`src/rtl/calc_sched_16_pkg.sv`:
```
// calc_defs: shared opcodes, FSM state encodings, widths and payload types
// for the two-requester calculator scheduler and its int_calc_16 engine.
package calc_defs;

    localparam int unsigned DATA_W       = 16;
    localparam int unsigned OP_W         = 3;
    localparam int unsigned ST_W         = 2;
    localparam int unsigned CALC_LAT_DEF = 1;

    localparam logic [OP_W-1:0] OP_ADD   = 3'd0;
    localparam logic [OP_W-1:0] OP_SUB   = 3'd1;
    localparam logic [OP_W-1:0] OP_MUL   = 3'd2;
    localparam logic [OP_W-1:0] OP_DIV   = 3'd3;
    localparam logic [OP_W-1:0] OP_EXP   = 3'd4;
    localparam logic [OP_W-1:0] OP_LOG10 = 3'd5;
    localparam logic [OP_W-1:0] OP_POW   = 3'd6;
    localparam logic [OP_W-1:0] OP_MOD   = 3'd7;

    localparam logic [ST_W-1:0] ST_IDLE  = 2'd0;
    localparam logic [ST_W-1:0] ST_ISSUE = 2'd1;
    localparam logic [ST_W-1:0] ST_WAIT  = 2'd2;
    localparam logic [ST_W-1:0] ST_RESP  = 2'd3;

    // Latched request payload.
    typedef struct packed {
        logic [OP_W-1:0]   op;
        logic [DATA_W-1:0] a;
        logic [DATA_W-1:0] b;
    } calc_req_t;

    // Held result payload.
    typedef struct packed {
        logic [DATA_W-1:0] sum;
        logic              sign;
        logic              err;
    } calc_res_t;

    // Division or modulo by zero never reaches the engine.
    function automatic logic is_div_zero(input calc_req_t r);
        return ((r.op == OP_DIV) || (r.op == OP_MOD)) && (r.b == '0);
    endfunction

endpackage

```
`src/rtl/int_calc_16.sv`:
```
// int_calc_16: 16-bit integer calculator with a fixed CALC_LAT-cycle latency
// from an en pulse to valid sum/sign.
// Ports: clk; reset (async, active-high); en, op, a, b in; sum, sign out.
module int_calc_16
    import calc_defs::*;
#(
    parameter int unsigned CALC_LAT = CALC_LAT_DEF
) (
    input  logic              clk,
    input  logic              reset,
    input  logic              en,
    input  logic [OP_W-1:0]   op,
    input  logic [DATA_W-1:0] a,
    input  logic [DATA_W-1:0] b,
    output logic [DATA_W-1:0] sum,
    output logic              sign
);

    localparam int unsigned DEPTH = (CALC_LAT < 1) ? 1 : CALC_LAT;

    // Square-and-multiply over the low four exponent bits.
    function automatic logic [DATA_W-1:0] pow16(input logic [DATA_W-1:0] base_i,
                                                input logic [3:0]        e);
        logic [DATA_W-1:0] res;
        logic [DATA_W-1:0] base;
        res  = DATA_W'(1);
        base = base_i;
        for (int i = 0; i < 4; i++) begin
            if (e[i]) res = DATA_W'(res * base);
            base = DATA_W'(base * base);
        end
        return res;
    endfunction

    logic [DATA_W-1:0]   r_sum;
    logic                r_sign;
    logic [2*DATA_W-1:0] prod;

    // Combinational result of the current operands.
    always_comb begin
        r_sum  = '0;
        r_sign = 1'b0;
        prod   = a * b;
        case (op)
            OP_ADD:   r_sum = DATA_W'(a + b);
            OP_SUB: begin
                r_sum  = DATA_W'(a - b);
                r_sign = (a < b);
            end
            OP_MUL:   r_sum = prod[DATA_W-1:0];
            OP_DIV:   r_sum = (b == '0) ? '1 : DATA_W'(a / b);
            OP_EXP:   r_sum = DATA_W'(1) << a[3:0];
            OP_LOG10: begin
                if      (a >= DATA_W'(10000)) r_sum = DATA_W'(4);
                else if (a >= DATA_W'(1000))  r_sum = DATA_W'(3);
                else if (a >= DATA_W'(100))   r_sum = DATA_W'(2);
                else if (a >= DATA_W'(10))    r_sum = DATA_W'(1);
                else                          r_sum = '0;
            end
            OP_POW:   r_sum = pow16(a, b[3:0]);
            OP_MOD:   r_sum = (b == '0) ? '1 : DATA_W'(a % b);
            default:  r_sum = '0;
        endcase
    end

    logic [DATA_W-1:0] sum_pipe  [DEPTH];
    logic              sign_pipe [DEPTH];

    // Stage 0 loads on en; later stages just delay.
    always_ff @(posedge clk or posedge reset) begin
        if (reset) begin
            for (int i = 0; i < DEPTH; i++) begin
                sum_pipe[i]  <= '0;
                sign_pipe[i] <= 1'b0;
            end
        end else begin
            if (en) begin
                sum_pipe[0]  <= r_sum;
                sign_pipe[0] <= r_sign;
            end
            for (int i = 1; i < DEPTH; i++) begin
                sum_pipe[i]  <= sum_pipe[i-1];
                sign_pipe[i] <= sign_pipe[i-1];
            end
        end
    end

    assign sum  = sum_pipe[DEPTH-1];
    assign sign = sign_pipe[DEPTH-1];

endmodule

```
`src/rtl/calc_sched_16.sv`:
```
// calc_sched_16: round-robin scheduler sharing one int_calc_16 between two
// requesters, with valid/ready request and response handshakes.
// Ports: clk, rst (async active-low); reqN_valid/op/a/b in, reqN_ready out;
// respN_valid/sum/sign/err out, respN_ready in; busy out (state != IDLE).
module calc_sched_16
    import calc_defs::*;
#(
    parameter int unsigned CALC_LAT = CALC_LAT_DEF
) (
    input  logic              clk,
    input  logic              rst,
    input  logic              req0_valid,
    output logic              req0_ready,
    input  logic [OP_W-1:0]   req0_op,
    input  logic [DATA_W-1:0] req0_a,
    input  logic [DATA_W-1:0] req0_b,
    input  logic              req1_valid,
    output logic              req1_ready,
    input  logic [OP_W-1:0]   req1_op,
    input  logic [DATA_W-1:0] req1_a,
    input  logic [DATA_W-1:0] req1_b,
    output logic              resp0_valid,
    input  logic              resp0_ready,
    output logic [DATA_W-1:0] resp0_sum,
    output logic              resp0_sign,
    output logic              resp0_err,
    output logic              resp1_valid,
    input  logic              resp1_ready,
    output logic [DATA_W-1:0] resp1_sum,
    output logic              resp1_sign,
    output logic              resp1_err,
    output logic              busy
);

    // Extra bit keeps the end-of-wait compare meaningful for CALC_LAT=1.
    localparam int unsigned CW = $clog2(CALC_LAT + 2) + 1;

    logic [ST_W-1:0]   state_q, state_d;
    logic              last_grant_q;
    logic              grant_q;
    calc_req_t         req_q;
    logic [CW-1:0]     cnt_q;
    calc_res_t         res_q;

    logic              gnt_any, gnt_idx;
    calc_req_t         req_sel;
    logic              resp_ready_sel;
    logic              accept, dz, load_cnt, dec_cnt, capture;
    logic              calc_en;
    logic [DATA_W-1:0] calc_sum;
    logic              calc_sign;

    // Round-robin: on contention the requester not granted last time wins.
    always_comb begin
        gnt_any = req0_valid | req1_valid;
        if (req0_valid && req1_valid) gnt_idx = ~last_grant_q;
        else                          gnt_idx = req1_valid;
        req_sel        = gnt_idx ? '{op: req1_op, a: req1_a, b: req1_b}
                                 : '{op: req0_op, a: req0_a, b: req0_b};
        resp_ready_sel = grant_q ? resp1_ready : resp0_ready;
    end

    // State register.
    always_ff @(posedge clk or negedge rst) begin
        if (!rst) state_q <= ST_IDLE;
        else      state_q <= state_d;
    end

    // Next state and datapath strobes.
    always_comb begin
        state_d  = state_q;
        accept   = 1'b0;
        dz       = 1'b0;
        load_cnt = 1'b0;
        dec_cnt  = 1'b0;
        capture  = 1'b0;
        case (state_q)
            ST_IDLE: begin
                if (gnt_any) begin
                    accept = 1'b1;
                    if (is_div_zero(req_sel)) begin
                        dz      = 1'b1;
                        state_d = ST_RESP;
                    end else begin
                        state_d = ST_ISSUE;
                    end
                end
            end
            ST_ISSUE: begin
                load_cnt = 1'b1;
                state_d  = ST_WAIT;
            end
            ST_WAIT: begin
                dec_cnt = 1'b1;
                // Counter reaching zero on this edge: engine output is valid now.
                if (cnt_q < CW'(2)) begin
                    capture = 1'b1;
                    state_d = ST_RESP;
                end
            end
            ST_RESP: begin
                if (resp_ready_sel) state_d = ST_IDLE;
            end
            default: state_d = ST_IDLE;
        endcase
    end

    // Request latch, grant history, wait counter and result register.
    always_ff @(posedge clk or negedge rst) begin
        if (!rst) begin
            last_grant_q <= 1'b1;
            grant_q      <= 1'b0;
            req_q        <= '0;
            cnt_q        <= '0;
            res_q        <= '0;
        end else begin
            if (accept) begin
                req_q        <= req_sel;
                grant_q      <= gnt_idx;
                last_grant_q <= gnt_idx;
            end
            if (load_cnt)                     cnt_q <= CW'(CALC_LAT);
            else if (dec_cnt && cnt_q != '0)  cnt_q <= cnt_q - CW'(1);
            if (dz)      res_q <= '{sum: {DATA_W{1'b1}}, sign: 1'b0, err: 1'b1};
            if (capture) res_q <= '{sum: calc_sum, sign: calc_sign, err: 1'b0};
        end
    end

    assign calc_en = (state_q == ST_ISSUE);

    int_calc_16 #(.CALC_LAT(CALC_LAT)) u_calc (
        .clk   (clk),
        .reset (~rst),
        .en    (calc_en),
        .op    (req_q.op),
        .a     (req_q.a),
        .b     (req_q.b),
        .sum   (calc_sum),
        .sign  (calc_sign)
    );

    // Ready is gated by rst so nothing is offered while reset is held.
    assign req0_ready  = rst && (state_q == ST_IDLE) && gnt_any && !gnt_idx;
    assign req1_ready  = rst && (state_q == ST_IDLE) && gnt_any &&  gnt_idx;
    assign busy        = (state_q != ST_IDLE);

    assign resp0_valid = (state_q == ST_RESP) && !grant_q;
    assign resp1_valid = (state_q == ST_RESP) &&  grant_q;
    assign resp0_sum   = resp0_valid ? res_q.sum  : '0;
    assign resp0_sign  = resp0_valid && res_q.sign;
    assign resp0_err   = resp0_valid && res_q.err;
    assign resp1_sum   = resp1_valid ? res_q.sum  : '0;
    assign resp1_sign  = resp1_valid && res_q.sign;
    assign resp1_err   = resp1_valid && res_q.err;

endmodule

```
`config.mk`:
```
export PLATFORM = sky130hd
export DESIGN_NAME = calc_sched_16
export DESIGN_NICKNAME = d
export VERILOG_FILES = /design/src/rtl/calc_sched_16_pkg.sv /design/src/rtl/int_calc_16.sv /design/src/rtl/calc_sched_16.sv
export SDC_FILE = /design/constraint.sdc
export NUM_CORES = 2
export LEC_CHECK = 0
export CAP_MARGIN = 5
export CORE_ASPECT_RATIO = 2
export CORE_MARGIN = 2
export CORE_UTILIZATION = 45
export CTS_CLUSTER_SIZE = 12
export DETAILED_ROUTE_END_ITERATION = 16
export GPL_ROUTABILITY_DRIVEN = 0
export SLEW_MARGIN = 25
export SYNTH_ARGS = -nofsm -noshare
export SYNTH_HDL_FRONTEND = slang
export SYNTH_SLANG_ARGS = --single-unit
```
`constraint.sdc`:
```
create_clock -name clk -period 77 [get_ports clk]
set_clock_uncertainty 0.15 [all_clocks]
set_input_delay 15.4 -clock clk [delete_from_list [all_inputs] [get_ports clk]]
set_output_delay 15.4 -clock clk [all_outputs]
set_load 0.05 [all_outputs]
```
After elaboration in Yosys (flattened, before gate mapping) --
Index checks and enable logic that the tools add are counted.
Operators by class: reductions and logical operators 25, $add $sub $neg 3, magnitude comparators 6, multiply operators 7, shift-type cells 1, equal/unequal tests 15, divide/modulo/power cells 2, muxes and demuxes 38, bitwise operators 2
Operators by type and width (number):
- 16-bit 2-to-1 mux | 14
- 16-bit one-hot mux with 8 select lines | 1
- 16-bit by 16-bit multiplier with 16-bit output | 7
- 18-bit 2-to-1 mux | 2
- 35-bit 2-to-1 mux | 1
- 16-bit logical NOT | 2
- 16-bit adder | 1
- 16-bit by 16-bit divider with 16-bit output | 1
- 16-bit by 10-bit >= comparator with 1-bit output (second input constant) | 1
- 16-bit by 14-bit >= comparator with 1-bit output (second input constant) | 1
- 16-bit by 4-bit >= comparator with 1-bit output (second input constant) | 1
- 16-bit by 7-bit >= comparator with 1-bit output (second input constant) | 1
- 16-bit < comparator | 1
- 16-bit by 16-bit remainder unit with 16-bit output | 1
- 1-bit by 4-bit left shift with 16-bit output (first input constant) | 1
- 16-bit subtractor | 1
- 3-bit == test (second input constant) | 5
- 1-bit logical AND | 13
- 1-bit 2-to-1 mux | 13
- 3-bit by 2-bit == test with 1-bit output (second input constant) | 3
- 2-bit 2-to-1 mux | 4
- 2-bit one-hot mux with 4 select lines | 1
- 3-bit 2-to-1 mux | 2
- 2-bit inequality test (second input constant) | 3
- 14 further kinds | 18
Storage, ports and cells: output and inout port bits 41, bits in registers 77, input bits 76

Longest topological paths before layout --
word-level depth 11, mapped depth 148

Hierarchy --
Synthesis repeated with hierarchy kept, for this count alone.
Second synthesis, totals: cells, all modules 4245, area, all modules 33978.8 µm²
By module, submodules not included:
- int_calc_16 | cells each 3909, instances 1, area an instance 30742.0 µm²
- calc_sched_16 | cells each 336, instances 1, area an instance 3236.9 µm²

Worst setup path after synthesis --
No wires, ideal clock.
path type input -> output, start input port req1_valid, end output port req0_ready, buffers on the path 2, stages on the path 4, arrival 17336 ps, setup slack 44114 ps, required time 61450 ps, cells stage by stage a21boi_1 > clkbuf_1 > buf_1 > nor3b_1
On the way: cells in the longest elaborated chain, start to end 4, elaborated cells between the ends (all ways) 6, classes of those cells 1 x mux; 1 x bitwise; 4 x reduce/logical
RTL lines:
- start, declared | line calc_sched_16.sv:17 | input logic req1_valid,
- 1-bit logical AND | line calc_sched_16.sv:56 | if (req0_valid && req1_valid) gnt_idx = ~last_grant_q;
- 1-bit 2-to-1 mux | line calc_sched_16.sv:56
- 1-bit logical NOT | line calc_sched_16.sv:143 | assign req0_ready = rst && (state_q == ST_IDLE) && gnt_any && !gnt_idx;
- 1-bit logical AND (*) | line calc_sched_16.sv:143
- end, declared | line calc_sched_16.sv:13 | output logic req0_ready,
Every way passes the cells marked *; elsewhere a longest branch is shown, timed or not.

Final worst setup path --
start register req_q[11] (netlist bit), end register u_calc.sum_pipe (netlist bit u_calc.sum[12])
On the way: cells in the longest elaborated chain, start to end 3, elaborated cells between the ends (all ways) 9, classes of those cells 2 x add/sub; 1 x mul; 2 x div; 3 x mux; 1 x reduce/logical
RTL lines:
- start, declared | line calc_sched_16.sv:41 | calc_req_t req_q;
- start signal, assigned | line calc_sched_16.sv:118 | req_q <= req_sel;
- 16-bit by 16-bit remainder unit with 16-bit output, or another cell as far along | line int_calc_16.sv:61 | OP_MOD: r_sum = (b == '0) ? '1 : DATA_W'(a % b);
- 16-bit 2-to-1 mux, on equally long branches | line int_calc_16.sv:61, int_calc_16.sv:51
- 16-bit one-hot mux with 8 select lines (*) | line int_calc_16.sv:44 | case (op)
- end signal, assigned by index | line int_calc_16.sv:82 | sum_pipe[i] <= sum_pipe[i-1];
- end, declared | line int_calc_16.sv:66 | logic [DATA_W-1:0] sum_pipe [DEPTH];
Marked as above. A chain may end at the register's enable or synchronous reset.

==> results.py <==
metrics = {
    "run_status": {
        "status": "complete, no violations",
    },
    "cts": {
        "numCtsBuffers": 9,
        "postCtsSetupBuffers": 0,
        "cts_sinks": 77,
        "cts_buffer_depth": 2,
        "cts.htree.levels": 3,
        "clock_latency_ns": 0.37,
        "tritoncts": "done",
        "cts_resized": 0,
        "path_clk_slew_ns": 0.07,
        "cts-root-buf": "clkbuf_16",
        "cts_hold_buf": 0,
    },
    "setup_path": {
        "worstPathArrival_ns": 34.23,
        "cp_max_fo": 19,
        "cp_num_buf_inv": 4,
        "worstPathRequired_ns": 77.10,
        "endpoint_kind": "flop",
        "start_kind": "flop",
        "startpoint": "req_q[11]$_DFFE_PN0P_",
        "cp_common_cell": "o21a_1",
        "setup.worst_path.class": "flop to flop",
        "critPathSlowestCell": "o21ai_1",
        "reg2reg_from": "req_q[11]$_DFFE_PN0P_",
        "critPathMaxStageDelay_ns": 0.80,
        "crit_family": "compound AO/OA/AOI/OAI gates",
    },
    "drt": {
        "routedWlPerCell_um": 22.9,
        "ant_nets": 0,
        "vias_per_cell": 5.82,
        "drc": 0,
        "drt-initial-drc-count": 1781,
        "route.vias.total": 30400,
        "first_pass_iters": 6,
        "finalWirelength_um": 120000,
    },
    "grt": {
        "grt_overflow_total": 0,
        "antenna_found_initial": 1,
        "grt_first_pass_wirelength_um": 184000,
        "first_global_vias": 32700,
        "grtUsageTotal_pct": 31.8,
        "grt_max_degree": 73,
    },
    "timing": {
        "finalSetupViolCount": 0,
        "fmax_ghz": 0.0293,
        "fin_tns_setup_ns": 0,
        "slew_headroom_pct": 27.4,
        "period_minus_slack_ns": 34.13,
        "maxSlewViolCount": 0,
        "hold_viol": 0,
        "worst_pin_slew_ns": 1.09,
        "rsz0062_at_grt": "false",
        "finalCritPeriodShare_pct": 44.3,
    },
    "synthesis": {
        "netlist_area_mm2": 0.0338,
        "ys_top_cells_by_area": "fa_1, ha_1, inv_1",
        "synth.largest_area_cell": "fa_1",
        "synth-seq-area-share_pct": 5.71,
        "syn_inst": 4198,
        "synth_edf_count": 0,
        "synth.avg_cell_area_um2": 8.05,
        "yosys.cell_count.top_type": "inv_1",
        "ys_types": 106,
        "netlist_top_cells_count": "inv_1, ha_1, nand2_1, fa_1, nor2_1",
        "async_flop_share_pct": 100,
        "ys.flop_type": "dfrtp_1",
        "yosys.area.top_type_share_pct": 23.4,
        "yosys_warnings": 0,
        "synth-seq-cells": 77,
    },
    "die": {
        "initial_core_util_pct": 45.3,
        "dieArea_mm2": 0.0774,
        "core_mm2": 0.0746,
        "rows": 142,
        "die_h_um": 391,
        "die_w_um": 198,
        "boundaryPins": 117,
    },
    "job": {
        "drv_cap": 0,
    },
    "placement": {
        "portBuffers": 116,
        "dp_hpwl_um": 98200,
    },
    "final_layout": {
        "layout.nets": 5271,
        "area_growth_pct": 8.32,
        "final_layout_size_suffix_gt1_share_pct": 4.76,
    },
    "min_path": {
        "hp-class": "flop to flop",
        "min_from": "req_q[34]$_DFFE_PN0P_",
    },
}
-- area by class of cell --
type	count	area, um^2
inverters	702	2640
clock buffers	10	229
well taps	936	1170
clock inverters	5	85.1
repair buffers	200	1790
multi-input cells	3294	28800
diodes	1	2.50
fillers	7518	38000
flip-flops and latches	77	1930
-- routing by layer --
layer / vias up / wire length [um] / GRT usage (%)
li1: 13900 / - / -
met1: 14800 / 39300 / 31.3
met2: 1127 / 61700 / 58.4
met3: 512 / 5620 / 2.88
met4: 0 / 13100 / 28.5
met5: - / 0 / 0
-- flip-flops by register name, summed over array words and instances (netlist names) --
name,flops
state_q,2
last_grant_q,1
u_calc.sign,1
req_q,35
cnt_q,3
u_calc.sum,16
grant_q,1
res_q,18
-- per-stage QoR --
stage               cells  hold WS (ns)  setup WS [ns]  instance area, um^2  util, %
floorplan            4238         0.313          44.11                33900        -
global placement     5209         0.317          43.78                36300     48.6
detailed placement   5209         0.333          43.35                36300     48.6
CTS                  5224         0.345          43.21                36600     49.0
global route         5224         0.371          40.00                36600     49.0
finish               5225         0.339          42.87                36600     49.0
-- path summary, 6_finish.rpt --
kind	endpoint	slack [ns]	cells past startpoint
worst min-delay path	req_q[34]$_DFFE_PN0P_	0.34	2
worst min register to register	req_q[34]$_DFFE_PN0P_	0.34	2
min in group asynchronous	res_q[0]$_DFFE_PN0P_	14.84	1
worst max register to register	u_calc.sum[12]$_DFFE_PN0P_	42.87	134
worst max-delay path	u_calc.sum[12]$_DFFE_PN0P_	42.87	134
max in group asynchronous	req_q[16]$_DFFE_PN0P_	60.71	2
-- placed cells by master (no fill, tap or decap), drive strengths merged, types with 9 or more instances in the layout --
master	count
a21boi	16
and2	103
or2	15
mux2	32
a221oi	10
o21bai	26
o31ai	21
conb	42
buf	85
clkdlybuf4s50	115
xnor3	9
a211oi	15
and3	39
ha	516
nor2	365
a21oi	185
nor2b	35
nor4	17
clkbuf	10
fa	395
nand2b	39
nand2	403
mux2i	72
o221ai	14
nand4	20
xnor2	182
inv	697
o22ai	13
nor3	104
o21ai	179
a211o	11
a31oi	29
nand3	50
xor2	56
a21o	52
o211ai	15
a221o	10
o21a	84
or3	22
dfrtp	76
-- logic make-up (layout without fill, tap and decap cells) --
logic type	count (synthesis)	in the layout	synth area share, %
simple gates	1237	1237	17.0
fa+ha+maj	911	911	42.5
buf+inv	867	917	9.75
compound gates	751	751	14.7
xor+xnor	249	249	7.00
mux	104	104	3.27
flops	77	77	5.71
other cells	2	43	0.0222
-- worst register-to-register path: cells and delay by family (launching register included) --
kind / cells / cell delay (ns)
compound gates: 93 / 21.38
fa+ha+maj: 15 / 4.75
buf+inv: 4 / 0.87
flops: 1 / 0.55
mux: 9 / 3.20
simple gates: 13 / 3.09
Power is not shown: default switching activity piles up to over one toggle a cycle in this logic, so the estimate is an artifact.
